File: src/rtl/sequencia_fade.sv
// Fading LED trail driven by a one-hot ping-pong position, with protocol check.
// Define SEQUENCIA_FADE_VOLTAS_EN to build the round-trip counter on voltas.
module sequencia_fade #(
    parameter int PWM_BITS = 4,
    parameter int DECAY    = 4
) (
    input  logic       clk,
    input  logic       rst,
    input  logic       passo,
    input  logic [3:0] sequencia,
    output logic [3:0] led,
    output logic       erro,
    output logic [7:0] voltas
);

    localparam logic [PWM_BITS-1:0] FULL = '1;
    localparam logic [PWM_BITS-1:0] DEC  = PWM_BITS'(DECAY);

    logic [PWM_BITS-1:0] pwm_cnt_q, pwm_cnt_d;
    logic [PWM_BITS-1:0] brilho_q [4];
    logic [PWM_BITS-1:0] brilho_d [4];
    logic [3:0]          led_q, led_d;
    logic [3:0]          ant_q, ant_d;
    logic                ant_ok_q, ant_ok_d;
    logic                erro_q, erro_d;
    logic                one_hot, adjacent, legal;

    always_comb begin
        one_hot  = (sequencia != 4'd0) &&
                   ((sequencia & (sequencia - 4'd1)) == 4'd0);
        // Before the first legal step there is nothing to compare against.
        adjacent = !ant_ok_q ||
                   (sequencia == {ant_q[2:0], 1'b0}) ||
                   (sequencia == {1'b0, ant_q[3:1]});
        legal    = one_hot && adjacent;
    end

    always_comb begin
        pwm_cnt_d = pwm_cnt_q + 1'b1;
        ant_d     = ant_q;
        ant_ok_d  = ant_ok_q;
        erro_d    = erro_q;
        for (int i = 0; i < 4; i++) begin
            brilho_d[i] = brilho_q[i];
            led_d[i]    = (pwm_cnt_q < brilho_q[i]);
        end
        if (passo) begin
            for (int i = 0; i < 4; i++) begin
                if (sequencia[i])
                    brilho_d[i] = FULL;
                else if (brilho_q[i] > DEC)
                    brilho_d[i] = brilho_q[i] - DEC;
                else
                    brilho_d[i] = '0;
            end
            if (legal) begin
                ant_d    = sequencia;
                ant_ok_d = 1'b1;
            end else begin
                erro_d   = 1'b1;
            end
        end
    end

    always_ff @(posedge clk or negedge rst) begin
        if (!rst) begin
            pwm_cnt_q <= '0;
            led_q     <= '0;
            ant_q     <= '0;
            ant_ok_q  <= 1'b0;
            erro_q    <= 1'b0;
            for (int i = 0; i < 4; i++)
                brilho_q[i] <= '0;
        end else begin
            pwm_cnt_q <= pwm_cnt_d;
            led_q     <= led_d;
            ant_q     <= ant_d;
            ant_ok_q  <= ant_ok_d;
            erro_q    <= erro_d;
            for (int i = 0; i < 4; i++)
                brilho_q[i] <= brilho_d[i];
        end
    end

    assign led  = led_q;
    assign erro = erro_q;

`ifdef SEQUENCIA_FADE_VOLTAS_EN
    logic [7:0] voltas_q, voltas_d;
    logic       volta;

    // A round trip completes when the trail returns from LED1 to LED0.
    always_comb begin
        volta    = passo && legal &&
                   (ant_q == 4'b0010) && (sequencia == 4'b0001);
        voltas_d = volta ? voltas_q + 8'd1 : voltas_q;
    end

    always_ff @(posedge clk or negedge rst) begin
        if (!rst)
            voltas_q <= 8'd0;
        else
            voltas_q <= voltas_d;
    end

    assign voltas = voltas_q;
`else
    assign voltas = 8'd0;
`endif

endmodule

File: config.mk
export PLATFORM = sky130hd
export DESIGN_NAME = sequencia_fade
export DESIGN_NICKNAME = d
export VERILOG_FILES = /design/src/rtl/sequencia_fade.sv
export SDC_FILE = /design/constraint.sdc
export NUM_CORES = 1
export LEC_CHECK = 0
export ABC_AREA = 1
export BUFFER_PORTS_ARGS = -buffer_cell sky130_fd_sc_hd__buf_2
export CORE_MARGIN = 8
export CORE_UTILIZATION = 40
export DETAILED_ROUTE_END_ITERATION = 6
export GPL_ROUTABILITY_DRIVEN = 0
export PLACE_DENSITY = 0.63
export SYNTH_ARGS = -nofsm -noshare
export SYNTH_HDL_FRONTEND = slang
export SYNTH_SLANG_ARGS = --single-unit
File: constraint.sdc
create_clock -name clk -period 1 [get_ports clk]
set_input_delay 0.1 -clock clk [delete_from_list [all_inputs] [get_ports clk]]
set_output_delay 0.1 -clock clk [all_outputs]
set_load 0.01 [all_outputs]
==> results of run 1 <==
[worst paths after layout]
path | end | slack, ns | depth (start not counted)
worst min register to register | erro | 0.47 | 2
worst max register to register | led[2] | -0.21 | 5
worst min-delay path | brilho_q[14] | 0.1 | 2
max in group asynchronous | pwm_cnt_q[1] | 0.36 | 3
worst max-delay path | led[2] | -0.21 | 5
min in group asynchronous | brilho_q[8] | 0.26 | 2
[final cells by class]
type,count,area (sq um)
sequential,26,653.1
fill,349,1749
clock buffer,3,41.29
timing repair buffer,30,216.5
inverter,29,108.9
tap,48,60.06
multi-input combinational,123,832.0
[Yosys cell counts]
cell type   n
xnor2_1     1
nand2_2     1
dfrtp_1    26
o21ai_0     9
a21oi_1     4
nand2_4     2
conb_1      1
buf_2       1
inv_1      26
nand2_1    54
o211ai_1    5
inv_2       3
buf_1       1
buf_4       8
xor2_1      1
nand3_1     3
a22oi_4     1
nand4_1     4
ha_1       14
nor3_1      1
a21o_1      4
nor2_1      9
nand3_2     1
nand3_4     1
[critical path: stages, from the launching register on]
cell     delay [ns]
dfrtp_2        0.51
ha_4           0.27
o21ai_2        0.04
nand2_1        0.06
a21o_1         0.16
a21oi_2        0.11
[kinds of logic (layout without fill, tap and decap cells)]
kind of cell               Yosys count  after routing  synth area share
buffers and inverters               39             62            0.1172
adders and majority gates           14             14            0.1155
AOI/OAI and AO/OA                   23             23            0.1015
DFF                                 26             26            0.4290
xor gates and xnor gates             2              2           0.01155
and+or+nand+nor                     76             76            0.2228
other                                1              8          0.002473
[registers in the layout, indices dropped and copies added (netlist names)]
name / flops
brilho_q: 12
ant_q: 4
led: 4
pwm_cnt_q: 4
ant_ok_q: 1
erro: 1
[through the flow]
step / instances / hold WS, ns / util / cell area, sq um / setup TNS [ns]
after CTS: 258 / 0.09232 / 0.4938 / 1808 / -1.894
after global placement: 254 / 0.005866 / 0.4757 / 1742 / -1.786
after global routing: 259 / 0.09555 / 0.5222 / 1912 / -3.059
final: 259 / 0.09853 / 0.5222 / 1912 / -1.936
after floorplan: 188 / -0.1956 / - / 1555 / -0.7680
after detailed placement: 254 / 0.005313 / 0.4757 / 1742 / -1.885
[routing by layer]
layer / wire length [um] / vias to the layer above / GRT usage
li1: - / 622 / -
met1: 1394 / 546 / 0.1247
met2: 1334 / 25 / 0.1693
met3: 116 / 4 / 0.02419
met4: 48 / 0 / 0.04528
met5: 0 / - / 0
[timing repair]
item                       4_1_cts  5_1_grt
pin swaps                        2        9
gates resized for setup          4       19
cloned                           0        0
buffers inserted                 0        1
hold endpoints to repair        26        0
setup endpoints to repair       13       15
hold buffers                     1        0
[power groups by stage]
stage	clock (mW)	sequential (mW)	combinational, mW
2_1_floorplan	0	1.36	0.639
3_3_place_gp	0	1.38	0.889
3_5_place_dp	0	1.38	0.896
4_1_cts	0.608	1.36	0.931
5_1_grt	0.650	1.40	1.19
6_report	0.580	1.37	1.02
==> flow_summary.ini, run 1 <==
[outcome]
status = finished, violations left
violations = negative setup slack

[global_routing]
grt_pass1_vias = 1161
track_usage = 0.1028
grt_pass1_wl_um = 5181
grt_max_degree = 16
grt_overflow = 0
antenna_found_initial = 0

[clock_tree]
htreeDepth = 1
clockBufferDepth = 2
clock_latency_ns = 0.27
cts_tree = done
cts_buffers = 3
clk_pin_slew_ns = 0.09
cts_sinks = 26
cts_root_buf = clkbuf_8

[power]
comb_power_share = 0.345
clkPwrFrac = 0.195
p_sw_mw = 1.005
vdd_drop_max_uv = 776.0
swShare = 0.3381
power_frac_seq = 0.460
totalPowerFinal_mw = 2.972
p_leak_nw = 1.038
cellPowerDensity_nw_per_um2 = 1555
intPower_mw = 1.967

[setup_path]
crit_arrival_ns = 1.41
worstPathRequired_ns = 1.20
critPathLaunchType = register
end_kind = register
rr_startpoint = pwm_cnt_q[1]
path_class = register to register
crit_fanout = 5
crit_start = pwm_cnt_q[1]

[timing]
hold_viol_final = 0
post-route-min-period_ns = 1.209
setup_ws_ns = -0.2092
grt_setup_unrepaired = true
maxSlewViolCount = 0
clock_skew_ns = 0.005088
fin_crit_sh = 1.209
fmax_mhz = 827.0
setup_violations = 13

[floorplanning]
dieArea_sq_um = 6017
die_h_um = 77.57
start_util = 0.4142
num_rows = 22
pin_count = 20
die_w_um = 77.57
coreArea_sq_um = 3661

[synthesis]
synth_top_area_cell = dfrtp_1
syn_inst = 181
ys_ff_latch = 26
synth_area_leaders = dfrtp_1 (43%), nand2_1 (13%), ha_1 (12%)
yosysSeqAreaShare = 0.4290
syn_area_sq_um = 1516
synth_warnings = 0
ys_types = 24
netlist.area_leader.share = 0.4290
syn_area_per_cell_sq_um = 8.378

[finish]
layout_common_cells = nand2_1 (53), dfrtp_1 (24), inv_1 (20)
area_delta_synth_final_pct = 26.07
layout_commonest_cell = nand2_1
drive_above_1_share = 0.3033
nNetsFinal = 234
diodes = 0

[job]
timing.max_cap.violations = 0

[place]
dp_hpwl_um = 2155
place_ws_ns = -0.2139
portBuffers = 11

[route]
post_drt_via_cell_ratio = 4.622
routed_wl_um = 2894
dr_total_vias = 1197
drc_errors = 0
drtIter0Drc = 39
detail-route-antenna-nets = 0
first_pass_iters = 4
avgRoutedWirePerCell_um = 11.17

[hold_path]
min_from = passo
holdCritPathClass = primary input to register
Note: power is estimated with default switching activity, not from simulation.
==> run 2, diff against run 1 <==
--- a/config.mk
+++ b/config.mk
@@ -12,6 +12,7 @@
 export DETAILED_ROUTE_END_ITERATION = 6
 export GPL_ROUTABILITY_DRIVEN = 0
 export PLACE_DENSITY = 0.63
+export SETUP_SLACK_MARGIN = 0.02
 export SYNTH_ARGS = -nofsm -noshare
 export SYNTH_HDL_FRONTEND = slang
 export SYNTH_SLANG_ARGS = --single-unit
==> run 2 against run 1 <==
  * The flow still finishes with violations (negative setup slack)
  * Flip-flop and latch count stayed put
  * Final cell count stayed put
  * Routed wire length hardly changed
==> flow_summary.ini, run 2 (synthesis gave the netlist of run 1 again) <==
[outcome]
status = finished, violations left
violations = negative setup slack

[timing]
maxSlewViolCount = 0
setup_ws_ns = -0.2054
fmax_mhz = 829.6
setup_violations = 13
clock_skew_ns = 0.004961
tns_ns = -1.920
fin_crit_sh = 1.205
post-route-min-period_ns = 1.205
hold_viol_final = 0
grt_setup_unrepaired = true

[floorplanning]
start_util = 0.4142
pin_count = 20
dieArea_sq_um = 6017
die_w_um = 77.57
num_rows = 22
coreArea_sq_um = 3661
die_h_um = 77.57

[hold_path]
holdCritPathClass = primary input to register

[clock_tree]
htreeDepth = 1
clockBufferDepth = 2
cts_tree = done
cts_buffers = 3
cts_sinks = 26
clk_pin_slew_ns = 0.09
cts_root_buf = clkbuf_8
clock_latency_ns = 0.27

[setup_path]
crit_arrival_ns = 1.41
critPathLaunchType = register
worstPathRequired_ns = 1.20
crit_fanout = 5
path_class = register to register
end_kind = register

[power]
cellPowerDensity_nw_per_um2 = 1553
vdd_drop_max_uv = 775.8
totalPowerFinal_mw = 2.972
p_leak_nw = 1.038

[finish]
layout_common_cells = nand2_1 (53), dfrtp_1 (23), inv_1 (20)
layout_commonest_cell = nand2_1
post-route-util = 0.5226
drive_above_1_share = 0.3081
fillCellCount = 348
diodes = 0
nNetsFinal = 234
largest_register = brilho_q
area_delta_synth_final_pct = 26.15
largest_reg_flops = 12

[place]
place_ws_ns = -0.2139
dp_hpwl_um = 2155
portBuffers = 11

[route]
avgRoutedWirePerCell_um = 11.17
drc_errors = 0
post_drt_via_cell_ratio = 4.629
first_pass_iters = 4
drtIter0Drc = 42
dr_total_vias = 1199
routed_wl_um = 2892
detail-route-antenna-nets = 0

[global_routing]
track_usage = 0.1028
grt_max_degree = 16
grt_pass1_vias = 1161
grt_pass1_wl_um = 5181
antenna_found_initial = 0
grt_overflow = 0

[job]
timing.max_cap.violations = 0
## run 2: cell count changes in the layout (fill, tap and decap cells not counted)
cell     change
dfrtp_1      -1
dfrtp_2      +1
## run 2: metrics by stage
| step | instances | hold slack [ns] | cell area [sq um] |
|---|---|---|---|
| 3_5_place_dp | 254 | 0.005313 | 1742 |
| 6_report | 259 | 0.09853 | 1913 |
| 5_1_grt | 259 | 0.09555 | 1913 |
| 2_1_floorplan | 188 | -0.1956 | 1555 |
| 4_1_cts | 258 | 0.09232 | 1808 |
| 3_3_place_gp | 254 | 0.005866 | 1742 |
## run 2: path summary, 6_finish.rpt
| kind | startpoint | to | slack, ns | cells past startpoint |
|---|---|---|---|---|
| min in group asynchronous | rst | brilho_q[8] | 0.26 | 2 |
| worst min register to register | erro | erro | 0.47 | 2 |
| max in group asynchronous | rst | pwm_cnt_q[0] | 0.36 | 3 |
| worst min-delay path | passo | brilho_q[14] | 0.1 | 2 |
| worst max register to register | pwm_cnt_q[1] | led[2] | -0.21 | 5 |
| worst max-delay path | pwm_cnt_q[1] | led[2] | -0.21 | 5 |
## run 2: routing by layer
layer | vias to the layer above | global-route usage | part of all wire
met5 | - | 0 | 0
met4 | 0 | 0.04528 | 0.017
met3 | 4 | 0.02419 | 0.040
met2 | 25 | 0.1693 | 0.46
met1 | 547 | 0.1247 | 0.48
li1 | 623 | - | -
## run 2: layout make-up
type	instances	area, sq um	area share
well taps	48	60.06	0.03139
multi-input cells	123	832.0	0.4349
flip-flops and latches	26	654.4	0.3421
repair buffers	30	216.5	0.1131
clock buffers	3	41.29	0.02158
inverters	29	108.9	0.05690
## run 2: power by group
part	switching [mW]	internal, mW	total (mW)
logic	0.560	0.465	1.02
registers	0.135	1.23	1.37
clock network	0.310	0.270	0.579
total	1.00	1.97	2.97
## run 2: what timing repair did
action                                  CTS  global route
setup buffers                             0             1
gates resized for setup                   4            20
pin swaps                                 2             9
hold endpoints to repair                 26             0
endpoints found under the setup margin   14            16
hold buffers                              1             0
## run 2: critical path, stage by stage, from the launching register on
cell     delay [ns]
dfrtp_2        0.51
ha_4           0.27
o21ai_2        0.04
nand2_1        0.06
a21o_1         0.16
a21oi_2        0.11
